File: src/rtl/top_adder_accumulator.sv
// Purpose : 8-bit operand register feeding a 16-bit wrapping accumulator, shown on a 4-digit hex display.
// Latency : A/ACC update on the same MCLK edge that detects a button press; Led and seg are combinational.
// Backpr. : none; one event per press, and a button still held across reset must be released before it counts.
//
// Ports:
//   MCLK      sole clock, rising edge
//   btn[3:0]  btn[0] async active-high reset, btn[1] LOAD, btn[2] ADD, btn[3] unused
//   sw[7:0]   operand switches, captured into A on LOAD
//   Led[7:0]  operand register A
//   seg[6:0]  active-low cathodes of the selected digit (seg[0]=a .. seg[6]=g)
//   an[3:0]   active-low digit anodes, an[0] = rightmost digit
//   dp        active-low decimal point, always off
module top_adder_accumulator #(
    parameter int SCAN_BITS = 16
) (
    input  logic       MCLK,
    input  logic [3:0] btn,
    input  logic [7:0] sw,
    output logic [7:0] Led,
    output logic [6:0] seg,
    output logic [3:0] an,
    output logic       dp
);

    localparam int CW = SCAN_BITS + 2;

    logic          rst;
    logic          unused_btn;
    logic [7:0]    a;
    logic [15:0]   acc;
    logic [CW-1:0] scan_cnt;
    logic          load_q;
    logic          add_q;
    // Set by reset; a button must be seen released once before it can
    // generate an event, so a press held through reset is ignored.
    logic          load_blk;
    logic          add_blk;
    logic          load_ev;
    logic          add_ev;
    logic [1:0]    digit;
    logic [3:0]    nibble;

    assign rst        = btn[0];
    assign unused_btn = btn[3];

    assign load_ev = btn[1] & ~load_q & ~load_blk;
    assign add_ev  = btn[2] & ~add_q  & ~add_blk;

    always_ff @(posedge MCLK or posedge rst) begin
        if (rst) begin
            a        <= 8'h00;
            acc      <= 16'h0000;
            scan_cnt <= '0;
            load_q   <= 1'b0;
            add_q    <= 1'b0;
            load_blk <= 1'b1;
            add_blk  <= 1'b1;
        end else begin
            scan_cnt <= scan_cnt + CW'(1);
            load_q   <= btn[1];
            add_q    <= btn[2];
            if (!btn[1]) begin
                load_blk <= 1'b0;
            end
            if (!btn[2]) begin
                add_blk <= 1'b0;
            end
            // LOAD takes priority; a coincident ADD is dropped.
            if (load_ev) begin
                a <= sw;
            end else if (add_ev) begin
                acc <= acc + {8'h00, a};
            end
        end
    end

    assign Led    = a;
    assign dp     = 1'b1;
    assign digit  = scan_cnt[CW-1:SCAN_BITS];
    assign an     = ~(4'b0001 << digit);
    assign nibble = acc[{digit, 2'b00} +: 4];

    always_comb begin
        seg = 7'b1111111;
        case (nibble)
            4'h0: seg = 7'b1000000;
            4'h1: seg = 7'b1111001;
            4'h2: seg = 7'b0100100;
            4'h3: seg = 7'b0110000;
            4'h4: seg = 7'b0011001;
            4'h5: seg = 7'b0010010;
            4'h6: seg = 7'b0000010;
            4'h7: seg = 7'b1111000;
            4'h8: seg = 7'b0000000;
            4'h9: seg = 7'b0010000;
            4'hA: seg = 7'b0001000;
            4'hB: seg = 7'b0000011;
            4'hC: seg = 7'b1000110;
            4'hD: seg = 7'b0100001;
            4'hE: seg = 7'b0000110;
            4'hF: seg = 7'b0001110;
            default: seg = 7'b1111111;
        endcase
    end

endmodule

File: config.mk
export PLATFORM = sky130hd
export DESIGN_NAME = top_adder_accumulator
export DESIGN_NICKNAME = d
export VERILOG_FILES = /design/src/rtl/top_adder_accumulator.sv
export SDC_FILE = /design/constraint.sdc
export NUM_CORES = 1
export LEC_CHECK = 0
export ABC_AREA = 0
export BUFFER_PORTS_ARGS = -buffer_cell sky130_fd_sc_hd__buf_2
export CAP_MARGIN = 20
export CORE_MARGIN = 2
export CORE_UTILIZATION = 60
export CTS_CLUSTER_SIZE = 40
export DETAILED_ROUTE_END_ITERATION = 8
export PLACE_DENSITY = 0.9
export SYNTH_ARGS = -nofsm -noshare
export SYNTH_HDL_FRONTEND = slang
export SYNTH_SLANG_ARGS = --single-unit
File: constraint.sdc
create_clock -name MCLK -period 3.91 [get_ports MCLK]
set_clock_uncertainty 0.15 [all_clocks]
set_input_delay 0.391 -clock MCLK [delete_from_list [all_inputs] [get_ports MCLK]]
set_output_delay 0.391 -clock MCLK [all_outputs]
set_load 0.01 [all_outputs]
; ---- After elaboration in Yosys (flattened, before gate mapping)
; Memory sizes are Yosys's and may differ from the RTL's.
; Cells that the tools add are included.
; W data, S select, Z words.
[totals]
memories = 1
out_inout_bits = 20
rom_bits = 112
ff_bits = 46
[classes]
n_addsub = 2
shifts = 2
bitwise = 10
reduce_logical = 1
[mem_list]
columns = name, words, width, rd, rd_ports_with_merged_regs, wr, line
row1 = (name not given), 16, 7, 1, 0, 0, 85  ; case (nibble)
[op_table]
columns = cell, n
row1 = $add A18 B1 Y18 const B, 1
row2 = $add A16 B8 Y16, 1
row3 = $shiftx A16 B5 Y4, 1
row4 = $not A1 Y1, 5
row5 = $and A1 B1 Y1, 4
row6 = $not A4 Y4, 1
row7 = $shl A1 B2 Y4 const A, 1
row8 = $reduce_and A2 Y1, 1

; ---- Longest topological paths before layout
[logic_depth]
ltp_word = 5
ltp_mapped = 7

; ---- Least setup slack after synthesis
; OpenSTA, ideal clock, no wires.
[synth_timing]
path_kind = register to output
startpoint = register scan_cnt[17]
endpoint = output seg[3]
path_buffers = 1
path_stages_with_launch = 7
slack_ns = 1.367
t_arrival_ns = 2.002
cell_sequence = dfrtp_1 clkbuf_1 mux4_2 inv_1 ha_1 inv_1 mux4_2
[synth_between]
elab_chain_len = 2
[synth_lines]
columns = element, line
row1 = "start, declared", 31  ; logic [CW-1:0] scan_cnt;
row2 = "start signal, assigned", 59  ; scan_cnt <= scan_cnt + CW'(1);
row3 = $shiftx A16 B5 Y4, 81  ; assign nibble = acc[{digit, 2'b00} +: 4];
row4 = $mem_v2 Z16 W7, -
row5 = "end, declared", 20  ; output logic [6:0] seg,
; Every way passes these cells.

; ---- Worst setup path after layout
; Ends and elaborated chain as after synthesis.

==> out/metrics.yaml <==
floorplan:
  row_count: 23
  dieArea_mm2: 0.00469
  die_h_um: 68.5
  core_area_mm2: 0.00400
  die_w_um: 68.5
  initial_core_util_pct: 62.4
  io_pins: 33
power:
  p_sw_mw: 0.667
  power.total_mw: 1.76
  p_leak_nw: 1.34
  pwr-share-comb_pct: 43.6
  p_seq_share_pct: 36.6
  switching_share_pct: 37.9
  power_density_mw_per_mm2: 631
  p_clk_share_pct: 19.9
  vdd_drop_max_mv: 0.398
  internal-power_mw: 1.09
place:
  place_hpwl_mm: 3.45
  place_area_mm2: 0.00268
  dp_cells: 294
  io_buffers: 30
  post-place-ws_ns: 1.27
  gp_congestion: 0.759
timing:
  final_hold_viol_count: 0
  fin_crit_sh_pct: 75.9
  fin_ws_ns: 0.941
  worst_slew_pin_slew_ns: 0.558
  max_slew_margin_pct: 62.8
  fmax_ghz: 0.337
  rsz0062_at_grt: "no"
  fin_crit_ns: 2.97
  setup_tns_ns: 0
  hold_ws_ns: 0.0624
  drv_slew: 0
  setup_violations: 0
logic_synthesis:
  syn-cell-area_mm2: 0.00249
  syn-num-nets: 248
  ys_ff_latch: 46
  yosysSeqAreaShare_pct: 46.2
  yosys_warnings: 0
  synthArstFlopShare_pct: 100
  synth.avg_cell_area_um2: 11.4
  yosysUniqueCellTypes: 43
  synthFlopType: "dfrtp_1"
  synth_cells: 219
  synth_fa_ha_area_share_pct: 8.32
  synthMuxAreaShare_pct: 10.7
  synthXorXnorAreaFrac_pct: 10.5
  yosys.area_share.simple_pct: 15.0
  synth_edf_count: 0
  synth_top_family_by_area: "simple AND/OR/NAND/NOR gates"
  synth_compound_gate_area_share_pct: 6.57
worst_setup_path:
  start_kind: "register"
  crit_type: "reg2out"
  cp_slowest_cell: "mux4_2"
  path_max_fanout: 9
  max_stage_delay_ns: 0.63
  arrival_ns: 2.43
  crit_required_ns: 3.37
  end_kind: "output port"
  path_cells: "mux4_2 > inv_1 > ha_1 > inv_1 > mux4_2 > buf_2"
global_routing:
  grt_overflow_total: 0
  antenna_found_initial: 0
  grt_pass1_vias: 1643
  grt_max_degree: 47
  grt.total_usage_pct: 22.0
  grt_pass1_wl_mm: 7.49
cells_and_area:
  stdcell_count: 302
  area_growth_pct: 12.0
  finalNetCount: 280
  n_antenna_cell: 0
  fin_util_pct: 69.8
  stdcell_area_mm2: 0.00279
  mostFrequentLayoutCells: "dfrtp_1, buf_2, nand2_1"
  drive_gt1_share_pct: 24.2
  fillCellCount: 289
  final_common_cell: "dfrtp_1"
worst_hold_path:
  hold_path_class: "in2async"
detailed_routing:
  dr.first_iter.drc_count: 45
  drc_errors: 0
  vias: 1714
  antenna_left: 0
  routed_via_density: 5.68
  first_pass_iters: 4
  wl_mm: 4.63
  wl_per_cell_um: 15.3
cts:
  hold_buffers: 0
  clk_pin_slew_worst_paths_ns: 0.09
  cts_buffers: 5
  cts_tree: "done"
  cts_buffer_depth: 2
  cts_resized: 0
  clockRootBuffer: "clkbuf_8"
  clk_latency_ns: 0.30
  clock_sinks: 46
  post_cts_buffers: 0
  h-tree-depth: 2
flow_run:
  max_cap_violations: 0
run_status:
  status: "completed"
## final timing paths
check | slack [ns] | end | cells past startpoint | from
max | 0.94 | seg[3] | 6 | scan_cnt[17]
min | 0.06 | acc[5] | 3 | btn[0]
min in group MCLK | 0.07 | load_q | 1 | btn[1]
min reg2reg | 0.31 | scan_cnt[9] | 1 | scan_cnt[9]
max in group asynchronous | 3.16 | scan_cnt[13] | 3 | btn[0]
max reg2reg | 1.52 | acc[14] | 5 | load_blk
## layer usage
layer  global-route usage [%]  vias up  share of wire, %
met5                        0        -                 0
met4                     8.25        0               1.8
met2                     38.6       48                52
met3                     3.78       10               3.8
li1                         -      822                 -
met1                     27.1      834                43
## critical path, delay by kind of cell (launching register included)
kind	cells	cell delay, ns
muxes	2	1.06
DFF	1	0.58
adders and majority gates	1	0.13
buffers and inverters	3	0.34
## state kept, by name, summed over array words and instances, names as in the netlist
signal    cells
Led           8
acc          16
add_blk       1
add_q         1
load_blk      1
load_q        1
scan_cnt     18
## area by class of cell
type,instances,area (um2),area share [%]
clock buffer,5,68.8,2.46
clock inverter,3,45.0,1.61
inverter,7,26.3,0.940
multi-input combinational,160,1280,45.8
sequential,46,1150,41.3
tap,50,62.6,2.24
timing repair buffer,31,158,5.64
## cell families (layout without fill, tap and decap cells)
logic type      after synthesis  count (layout)
simple gates                 67              67
buf+inv                      13              46
compound gates               27              27
flops                        46              46
other cells                   1               1
xor+xnor                     30              30
fa+ha+maj                    16              16
mux                          19              19
## Yosys cell counts, types with 2 or more instances
library cell | instances | area share [%]
dfrtp_1 | 44 | 44
nand2_1 | 26 | 3.9
xor2_1 | 16 | 5.6
ha_1 | 15 | 7.5
xnor2_1 | 14 | 4.9
nor2_1 | 10 | 1.5
mux2_2 | 8 | 3.6
o21ai_1 | 8 | 1.6
inv_1 | 7 | 1.1
a21oi_1 | 6 | 1.2
mux4_2 | 5 | 4.5
nand3_1 | 5 | 1.0
mux2_1 | 4 | 1.8
nand2b_1 | 4 | 1.0
nor3_1 | 4 | 0.80
a21o_1 | 3 | 0.90
clkbuf_1 | 3 | 0.45
nand4_1 | 3 | 0.75
a31oi_1 | 2 | 0.50
and2_1 | 2 | 0.50
and3_1 | 2 | 0.50
and4_1 | 2 | 0.70
dfstp_2 | 2 | 2.1
mux2i_1 | 2 | 0.80
nor3b_1 | 2 | 0.60
o211ai_1 | 2 | 0.60
o22ai_1 | 2 | 0.50
## power by group through the flow
stage | combinational [mW] | clock, mW | sequential (mW)
2_1_floorplan | 0.581 | 0 | 0.622
3_3_place_gp | 0.726 | 0 | 0.639
3_5_place_dp | 0.768 | 0 | 0.653
4_1_cts | 0.774 | 0.360 | 0.644
5_1_grt | 0.857 | 0.375 | 0.655
6_report | 0.768 | 0.350 | 0.644
(Power assumes the default switching activity.)
